<file path="src/rtl/cpu_ctrl_if.sv">
// Bundle between cpu_ctrl and its neighbours: instruction ROM, UART/interrupt glue, execute unit.
// master = controller side, slave = environment side.
interface cpu_ctrl_if #(
   parameter int ADDR_W = 11,
   parameter int DATA_W = 32,
   parameter int OPC_W  = 4,
   parameter int IMM_W  = 12,
   parameter int UART_W = 8
);
   // instruction ROM
   logic [ADDR_W-1:0] rom_addr;
   logic [DATA_W-1:0] rom_data;

   // receive / transmit side
   logic              irr;
   logic [UART_W-1:0] rx_data;
   logic              ack;
   logic              tx_req;
   logic [UART_W-1:0] tx_data;
   logic              tx_busy;

   // decoded instruction towards the execute unit
   logic [OPC_W-1:0]  de_opcode;
   logic [IMM_W-1:0]  de_imm;
   logic              de_irr;
   logic [UART_W-1:0] de_rx_data;
   logic              de_valid;

   // next architectural state returned by the execute unit
   logic              ex_done;
   logic [ADDR_W-1:0] ex_pc;
   logic              ex_ack;
   logic              ex_tx_req;
   logic [UART_W-1:0] ex_tx_data;

   modport master (
      output rom_addr,
      input  rom_data,
      input  irr,
      input  rx_data,
      output ack,
      output tx_req,
      output tx_data,
      input  tx_busy,
      output de_opcode,
      output de_imm,
      output de_irr,
      output de_rx_data,
      output de_valid,
      input  ex_done,
      input  ex_pc,
      input  ex_ack,
      input  ex_tx_req,
      input  ex_tx_data
   );

   modport slave (
      input  rom_addr,
      output rom_data,
      output irr,
      output rx_data,
      input  ack,
      input  tx_req,
      input  tx_data,
      output tx_busy,
      input  de_opcode,
      input  de_imm,
      input  de_irr,
      input  de_rx_data,
      input  de_valid,
      output ex_done,
      output ex_pc,
      output ex_ack,
      output ex_tx_req,
      output ex_tx_data
   );
endinterface

</file>
<file path="src/rtl/cpu_ctrl.sv">
// Fetch/decode/execute/writeback sequencer for the microcoded CPU; commits execute-unit results.
// Optional CPU_CTRL_TX_STALL_EN: hold WRITEBACK while a pending tx_req meets a busy transmitter.
module cpu_ctrl #(
   parameter int ADDR_W  = 11,
   parameter int DATA_W  = 32,
   parameter int OPC_W   = 4,
   parameter int IMM_W   = 12,
   parameter int ROM_LAT = 1,
   parameter int UART_W  = 8
) (
   input  logic        clk,
   input  logic        reset,
   cpu_ctrl_if.master  bus,
   output logic [1:0]  phase,
   output logic [31:0] retired
);

   typedef enum logic [1:0] {
      FETCH     = 2'd0,
      DECODE    = 2'd1,
      EXECUTE   = 2'd2,
      WRITEBACK = 2'd3
   } state_t;

   localparam int          LAT_W    = 2;
   localparam logic [LAT_W-1:0] LAT_LAST = LAT_W'(ROM_LAT - 1);

   state_t            state_q, state_d;
   logic [LAT_W-1:0]  lat_q;

   logic [ADDR_W-1:0] pc_q;
   logic              ack_q;
   logic              tx_req_q;
   logic [UART_W-1:0] tx_data_q;
   logic [31:0]       retired_q;

   logic [OPC_W-1:0]  de_opcode_q;
   logic [IMM_W-1:0]  de_imm_q;
   logic              de_irr_q;
   logic [UART_W-1:0] de_rx_data_q;
   logic              de_valid_q;

   logic [ADDR_W-1:0] pend_pc_q;
   logic              pend_ack_q;
   logic              pend_tx_req_q;
   logic [UART_W-1:0] pend_tx_data_q;

   logic              stall;
   logic              fetch_done;
   logic              ex_accept;
   logic              commit;

`ifdef CPU_CTRL_TX_STALL_EN
   assign stall = pend_tx_req_q & bus.tx_busy;
   logic unused_bits;
   assign unused_bits = ^bus.rom_data[DATA_W-IMM_W-1:OPC_W];
`else
   assign stall = 1'b0;
   logic unused_bits;
   assign unused_bits = ^{bus.rom_data[DATA_W-IMM_W-1:OPC_W], bus.tx_busy};
`endif

   always_ff @(posedge clk or negedge reset) begin
      if (!reset) begin
         state_q <= FETCH;
      end else begin
         state_q <= state_d;
      end
   end

   always_comb begin
      state_d    = state_q;
      fetch_done = 1'b0;
      ex_accept  = 1'b0;
      commit     = 1'b0;
      case (state_q)
         FETCH: begin
            if (lat_q == LAT_LAST) begin
               fetch_done = 1'b1;
               state_d    = DECODE;
            end
         end
         DECODE: begin
            state_d = EXECUTE;
         end
         EXECUTE: begin
            if (bus.ex_done) begin
               ex_accept = 1'b1;
               state_d   = WRITEBACK;
            end
         end
         WRITEBACK: begin
            if (!stall) begin
               commit  = 1'b1;
               state_d = FETCH;
            end
         end
         default: state_d = FETCH;
      endcase
   end

   // ROM latency counter; idles at zero outside FETCH so each fetch starts fresh
   always_ff @(posedge clk or negedge reset) begin
      if (!reset) begin
         lat_q <= '0;
      end else if (state_q == FETCH && !fetch_done) begin
         lat_q <= lat_q + 1'b1;
      end else begin
         lat_q <= '0;
      end
   end

   always_ff @(posedge clk or negedge reset) begin
      if (!reset) begin
         de_opcode_q  <= '0;
         de_imm_q     <= '0;
         de_irr_q     <= 1'b0;
         de_rx_data_q <= '0;
      end else if (state_q == DECODE) begin
         de_opcode_q  <= bus.rom_data[OPC_W-1:0];
         de_imm_q     <= bus.rom_data[DATA_W-1 -: IMM_W];
         de_irr_q     <= bus.irr;
         de_rx_data_q <= bus.rx_data;
      end
   end

   // high exactly on the first EXECUTE cycle
   always_ff @(posedge clk or negedge reset) begin
      if (!reset) begin
         de_valid_q <= 1'b0;
      end else begin
         de_valid_q <= (state_q == DECODE);
      end
   end

   always_ff @(posedge clk or negedge reset) begin
      if (!reset) begin
         pend_pc_q      <= '0;
         pend_ack_q     <= 1'b0;
         pend_tx_req_q  <= 1'b0;
         pend_tx_data_q <= '0;
      end else if (ex_accept) begin
         pend_pc_q      <= bus.ex_pc;
         pend_ack_q     <= bus.ex_ack;
         pend_tx_req_q  <= bus.ex_tx_req;
         pend_tx_data_q <= bus.ex_tx_data;
      end
   end

   always_ff @(posedge clk or negedge reset) begin
      if (!reset) begin
         pc_q      <= '0;
         ack_q     <= 1'b0;
         tx_req_q  <= 1'b0;
         tx_data_q <= '0;
         retired_q <= '0;
      end else if (commit) begin
         pc_q      <= pend_pc_q;
         ack_q     <= pend_ack_q;
         tx_req_q  <= pend_tx_req_q;
         tx_data_q <= pend_tx_data_q;
         retired_q <= retired_q + 32'd1;
      end
   end

   assign bus.rom_addr   = pc_q;
   assign bus.ack        = ack_q;
   assign bus.tx_req     = tx_req_q;
   assign bus.tx_data    = tx_data_q;
   assign bus.de_opcode  = de_opcode_q;
   assign bus.de_imm     = de_imm_q;
   assign bus.de_irr     = de_irr_q;
   assign bus.de_rx_data = de_rx_data_q;
   assign bus.de_valid   = de_valid_q;
   assign phase          = state_q;
   assign retired        = retired_q;

endmodule

</file>
<file path="src/flat_wrapper.sv">
// flat-port wrapper written by rule: the top's interface ports become plain ports
module cpu_ctrl_flat 
#(
   parameter int ADDR_W  = 11,
   parameter int DATA_W  = 32,
   parameter int OPC_W   = 4,
   parameter int IMM_W   = 12,
   parameter int ROM_LAT = 1,
   parameter int UART_W  = 8
)
  (clk, reset, phase, retired, bus_rom_addr, bus_rom_data, bus_irr, bus_rx_data, bus_ack, bus_tx_req, bus_tx_data, bus_tx_busy, bus_de_opcode, bus_de_imm, bus_de_irr, bus_de_rx_data, bus_de_valid, bus_ex_done, bus_ex_pc, bus_ex_ack, bus_ex_tx_req, bus_ex_tx_data);
  cpu_ctrl_if #(.ADDR_W(ADDR_W), .DATA_W(DATA_W), .OPC_W(OPC_W), .IMM_W(IMM_W), .UART_W(UART_W)) bus_i ();
  input  logic clk;
  input  logic reset;
  output logic [1:0] phase;
  output logic [31:0] retired;
  output wire logic [$bits(bus_i.rom_addr)-1:0] bus_rom_addr;
  input wire logic [$bits(bus_i.rom_data)-1:0] bus_rom_data;
  input wire logic [$bits(bus_i.irr)-1:0] bus_irr;
  input wire logic [$bits(bus_i.rx_data)-1:0] bus_rx_data;
  output wire logic [$bits(bus_i.ack)-1:0] bus_ack;
  output wire logic [$bits(bus_i.tx_req)-1:0] bus_tx_req;
  output wire logic [$bits(bus_i.tx_data)-1:0] bus_tx_data;
  input wire logic [$bits(bus_i.tx_busy)-1:0] bus_tx_busy;
  output wire logic [$bits(bus_i.de_opcode)-1:0] bus_de_opcode;
  output wire logic [$bits(bus_i.de_imm)-1:0] bus_de_imm;
  output wire logic [$bits(bus_i.de_irr)-1:0] bus_de_irr;
  output wire logic [$bits(bus_i.de_rx_data)-1:0] bus_de_rx_data;
  output wire logic [$bits(bus_i.de_valid)-1:0] bus_de_valid;
  input wire logic [$bits(bus_i.ex_done)-1:0] bus_ex_done;
  input wire logic [$bits(bus_i.ex_pc)-1:0] bus_ex_pc;
  input wire logic [$bits(bus_i.ex_ack)-1:0] bus_ex_ack;
  input wire logic [$bits(bus_i.ex_tx_req)-1:0] bus_ex_tx_req;
  input wire logic [$bits(bus_i.ex_tx_data)-1:0] bus_ex_tx_data;
  assign bus_rom_addr = bus_i.rom_addr;
  assign bus_i.rom_data = bus_rom_data;
  assign bus_i.irr = bus_irr;
  assign bus_i.rx_data = bus_rx_data;
  assign bus_ack = bus_i.ack;
  assign bus_tx_req = bus_i.tx_req;
  assign bus_tx_data = bus_i.tx_data;
  assign bus_i.tx_busy = bus_tx_busy;
  assign bus_de_opcode = bus_i.de_opcode;
  assign bus_de_imm = bus_i.de_imm;
  assign bus_de_irr = bus_i.de_irr;
  assign bus_de_rx_data = bus_i.de_rx_data;
  assign bus_de_valid = bus_i.de_valid;
  assign bus_i.ex_done = bus_ex_done;
  assign bus_i.ex_pc = bus_ex_pc;
  assign bus_i.ex_ack = bus_ex_ack;
  assign bus_i.ex_tx_req = bus_ex_tx_req;
  assign bus_i.ex_tx_data = bus_ex_tx_data;
  cpu_ctrl #(.ADDR_W(ADDR_W), .DATA_W(DATA_W), .OPC_W(OPC_W), .IMM_W(IMM_W), .ROM_LAT(ROM_LAT), .UART_W(UART_W)) u_core (.clk(clk), .reset(reset), .bus(bus_i), .phase(phase), .retired(retired));
endmodule
</file>
<file path="config.mk">
export PLATFORM = sky130hd
export DESIGN_NAME = cpu_ctrl_flat
export DESIGN_NICKNAME = d
export VERILOG_FILES = /design/src/rtl/cpu_ctrl_if.sv /design/src/rtl/cpu_ctrl.sv /design/src/flat_wrapper.sv
export SDC_FILE = /design/constraint.sdc
export NUM_CORES = 1
export LEC_CHECK = 0
export ABC_AREA = 1
export CAP_MARGIN = 10
export CELL_PAD_IN_SITES_DETAIL_PLACEMENT = 0
export CELL_PAD_IN_SITES_GLOBAL_PLACEMENT = 2
export CORE_ASPECT_RATIO = 0.75
export CORE_MARGIN = 3
export CORE_UTILIZATION = 35
export DETAILED_ROUTE_END_ITERATION = 12
export DONT_BUFFER_PORTS = 1
export PLACE_DENSITY = 0.8
export SYNTH_ARGS = -nofsm -noshare
export SYNTH_HDL_FRONTEND = slang
export SYNTH_SLANG_ARGS = --single-unit
</file>
<file path="constraint.sdc">
create_clock -name clk -period 1.8 [get_ports clk]
set_input_delay 0.18 -clock clk [delete_from_list [all_inputs] [get_ports clk]]
set_output_delay 0.18 -clock clk [all_outputs]
set_load 0.005 [all_outputs]
</file>
# Yosys cells after proc, flatten, opt, wreduce, memory -nomap -nowiden
# Cells that the tools add are included.
# Widths: inputs -> output; s select.
[word_totals]
mem_bits_ro = 0
input_bits = 66
latchBits = 0
ram_bits = 0
memories = 0
reg_bits = 104
out_inout_bits = 81
[classes]
bitwise = 0
n_shift = 0
n_mux = 9
reduce_logical = 5
eq_ne = 5
div_mod_pow = 0
order_cmp = 0
mul = 0
addsub = 2
[ops]
columns = ["cell", "n"]
rows = [
  ["$add 32x1->32 const B", 1],
  ["$pmux 2 s4", 1],
  ["$mux 2", 3],
  ["$mux 1", 5],
  ["$eq 2x2->1 const B", 2],
  ["$logic_not 2->1", 2],
  ["$add 2x1->2 const B", 1],
  ["$eq 2x1->1 const B", 1],
  ["$ne 2x1->1 const B", 1],
  ["$ne 2x2->1 const B", 1],
  ["$reduce_and 2->1", 1],
  ["$logic_and 1x1->1", 1],
  ["$logic_not 1->1", 1],
]

# Longest topological paths before layout
[logic_depth]
depth_word = 6
ltp_mapped = 9
mapped_depth_nobuf = 8

# Worst setup path before layout
# No wires, ideal clock.
[synth_path]
path_kind = "reg-to-reg"
from = "register u_core.state_q[1], in the netlist u_core.phase[1]"
to = "register u_core.de_imm_q[0], in the netlist u_core.bus.de_imm[0]"
t_required_ps = 1675
setup_time_ps = 125
setup_slack_ps = 322
t_arrival_ps = 1354
path_stages_with_launch = 6
synth_period_minus_slack_ps = 1478
n_path_buf = 2
path_cell_list = "dfrtp_1 -> inv_1 -> ha_1 -> buf_2 -> buf_2 -> mux2_2"
[synth_via]
elab_chain_cells = 1
[synth_lines]
columns = ["item", "line_no", "text"]
rows = [
  ["start: declaration", "cpu_ctrl.sv:28", "state_t state_q, state_d;"],
  ["start signal: assignment", "cpu_ctrl.sv:67", "state_q <= state_d;"],
  ["$eq 2x1->1", "cpu_ctrl.sv:119", "end else if (state_q == DECODE) begin"],
  ["end signal: assignment", "cpu_ctrl.sv:121", "de_imm_q <= bus.rom_data[DATA_W-1 -: IMM_W];"],
  ["end: declaration", "cpu_ctrl.sv:38", "logic [IMM_W-1:0] de_imm_q;"],
]
# No other way between the ends.
# A chain may end at the register's enable or synchronous reset.

# Worst setup path after layout
[layout_path]
from = "register u_core.state_q[1], in the netlist u_core.phase[1]"
to = "register u_core.retired_q[27], in the netlist u_core.retired[27]"
[layout_via]
elab_chain_cells = 2
[layout_lines]
columns = ["item", "line_no", "text"]
rows = [
  ["$eq 2x2->1", "cpu_ctrl.sv:76", "case (state_q)"],
  ["$mux 1", "cpu_ctrl.sv:76", ""],
  ["end signal: assignment", "cpu_ctrl.sv:162", "retired_q <= retired_q + 32'd1;"],
  ["end: declaration", "cpu_ctrl.sv:35", "logic [31:0] retired_q;"],
]
# No other way between the ends.

==> qor.txt <==
most common cell after layout, fill and taps aside: nand2_1
register area: 0.00260 mm²
DR pass1 iterations: 4
power density over cell area: 1420 mW/mm²
Port Buffers: 0
WL/cell: 15.6 µm
yosys warns: 0
IO Count: 147
syn avg cell area: 10.4 µm²
GRT Util Overall: 14.9%
Pins Over Slew Limit: 0
post-synthesis cell type count: 29
Post-Route WL: 10.3 mm
Yosys reg bits: 104
outcome: complete, but fails checks
Setup Fix Bufs, Post-CTS: 0
final period utilization: 87.5%
clock-pin slew on the worst setup and hold paths: 70 ps
Startpoint Class: flop
# diodes: 0
CTS tree: done
clk_lat worst skew: 340 ps
Multi-input gate area: 0.00175 mm²
R2R setup slack: 220 ps
reg2reg path depth: 7
hold slack: -464 ps
CTS Hold Bufs: 46
Synth Net Count: 508
worst r2r src: u_core.phase[1]$_DFFE_PN0P_
hpwl dp: 7.19 mm
Max Cap Viol: 0
Die ar.: 0.0144 mm²
Clock Tree Root: clkbuf_16
Area Growth Syn to Fin: 22.1%
DR vias/cell: 4.65
RSZ-0062 raised after global routing: false
FILL cells: 1218
post-route ant nets: 0
Crit Path Class: reg -> reg
worst min-delay path category: in -> async
CP required: 2030 ps
Worst setup EP type: flop
Non-Filler Instances: 662
Max VDD drop: 0.689 mV
layout net count: 563
Starting Density: 36.4%
Rel. slew slack: 77.1%
Mapped Cells: 436
largest net degree at the start of global routing: 105
sequential share of the synthesized area: 57.4%
grt total ovfl: 0
Power, Total: 7880 µW
leakage: 0.00257 µW
Least-Margin Pin Slew: 342 ps
drt drc: 0
initial antenna violation count: 0
critical path arrival: 1810 ps
failing checks: hold timing
Hold Violations, Final: 104
clock sinks: 104
TritonCTS Buffers: 9
Die H: 105 µm
fraction of layout cells with a size suffix above 1: 16.9%
CP max FO: 5
clk_skew: 5.53 ps
synthesized area: 0.00454 mm²
commonest non-fill, non-tap cells in the layout: nand2_1 (136), dfrtp_1 (104), mux2_2 (46), dlygate4sd3_1 (46), inv_1 (35)
via count: 3080
final setup vio count: 0
post-layout min period: 1580 ps
setup tns final: 0 ps
r2r endpoint: u_core.retired[27]$_DFFE_PN0N_
Core Area: 0.0125 mm²
DP Cell Count: 600
vias in the first global route: 3220
Initial DRC Count: 108
global-route wire length before repair: 16.9 mm
DIE WIDTH: 137 µm
number of H-tree levels: 3
clk buf depth: 2
# rows: 35
fmax: 635 MHz
routability cong.: 0.760
[sequential cells by signal, indices dropped and copies added (netlist names), 4 cells and up]
signal / flops
u_core.retired: 32
u_core.bus.de_imm: 12
u_core.bus.rom_addr: 11
u_core.pend_pc_q: 11
u_core.bus.de_rx_data: 8
u_core.bus.tx_data: 8
u_core.pend_tx_data_q: 8
u_core.bus.de_opcode: 4
[cell families (layout without fill, tap and decap cells)]
kind of cell	Yosys count	count (layout)	share of synthesized area, %
flops	104	104	57.4
mux	46	46	11.4
simple gates	208	208	20.6
compound gates	6	6	0.717
xor+xnor	20	20	4.03
buf+inv	46	106	4.19
fa+ha+maj	6	6	1.65
[final cells by class]
cell class                      count  area share (%)
Tap cell                          166            3.75
Sequential cell                   104            47.0
Timing Repair Buffer               55            9.98
Inverter                           35            2.37
Multi-Input combinational cell    286            31.5
Clock inverter                      4           0.971
Clock buffer                       12            4.45
[routing by layer]
layer	part of all wire [%]	wire, µm	GRT usage, %	vias up
met5	0	0	0	-
met4	1.3	132	3.56	0
met3	9.0	927	6.54	11
met2	46	4780	24.0	87
met1	43	4480	18.3	1487
li1	-	-	-	1495
[worst max-delay path: stages (launching register included)]
cell and delay (ps):
dfrtp_1 350, ha_1 320, inv_1 140, nor2_4 200, and3_2 290, nand2_1 70, nand2_1 60, nand2_1 50
[per-stage QoR]
stage,utilization (%),setup slack (ps),instance area [µm²]
finish,44.4,224,5540
global route,44.4,50.5,5540
CTS,44.4,127,5540
detailed placement,38.3,135,4780
global placement,38.3,181,4780
floorplan,-,322,4540
[what timing repair did]
item	4_1_cts	5_1_grt
setup endpoints to repair	0	1
hold endpoints to repair	150	104
resized for setup	0	1
[how the worst max path moves through the flow]
stage	startpoint	end
4_1_cts	u_core.phase[1]$_DFFE_PN0P_	u_core.retired[27]$_DFFE_PN0N_
2_1_floorplan	u_core.phase[1]$_DFFE_PN0P_	u_core.bus.de_imm[0]$_DFFE_PN0P_
6_report	u_core.phase[1]$_DFFE_PN0P_	u_core.retired[27]$_DFFE_PN0N_
3_5_place_dp	u_core.phase[1]$_DFFE_PN0P_	u_core.retired[27]$_DFFE_PN0N_
3_3_place_gp	u_core.phase[0]$_DFFE_PN0P_	u_core.retired[27]$_DFFE_PN0N_
5_1_grt	u_core.retired[0]$_DFFE_PN0N_	u_core.retired[28]$_DFFE_PN0N_
[Yosys cell counts]
cell	n	area, µm²
nand2_4	1	11.3
clkbuf_1	4	15.0
xor2_1	9	78.8
nor2_2	3	18.8
nand2_1	136	510
nand4_1	9	56.3
nand3_1	10	50.1
xnor2_1	10	87.6
and3_1	1	6.26
and2_1	1	6.26
nand3_2	2	20.0
dfrtp_1	104	2600
nor2_4	4	45.0
o21bai_1	1	7.51
mux2_2	46	518
nor3_1	3	15.0
nand3b_1	5	37.5
nand3_4	1	17.5
ha_1	6	75.1
nor2_1	30	113
o21ai_0	3	15.0
nor3_4	1	16.3
buf_6	1	11.3
nand4_2	1	12.5
a21oi_1	2	10.0
inv_1	35	131
xor2_2	1	16.3
buf_4	1	7.51
buf_2	5	25.0
[power by group]
part	total, µW	switching, µW	leakage (µW)	internal (µW)
clock network	1970	852	0.000139	1120
registers	3890	681	0.00130	3210
logic	2010	944	0.00113	1070
total	7880	2480	0.00257	5400
Note: power is estimated with default switching activity, not from simulation.
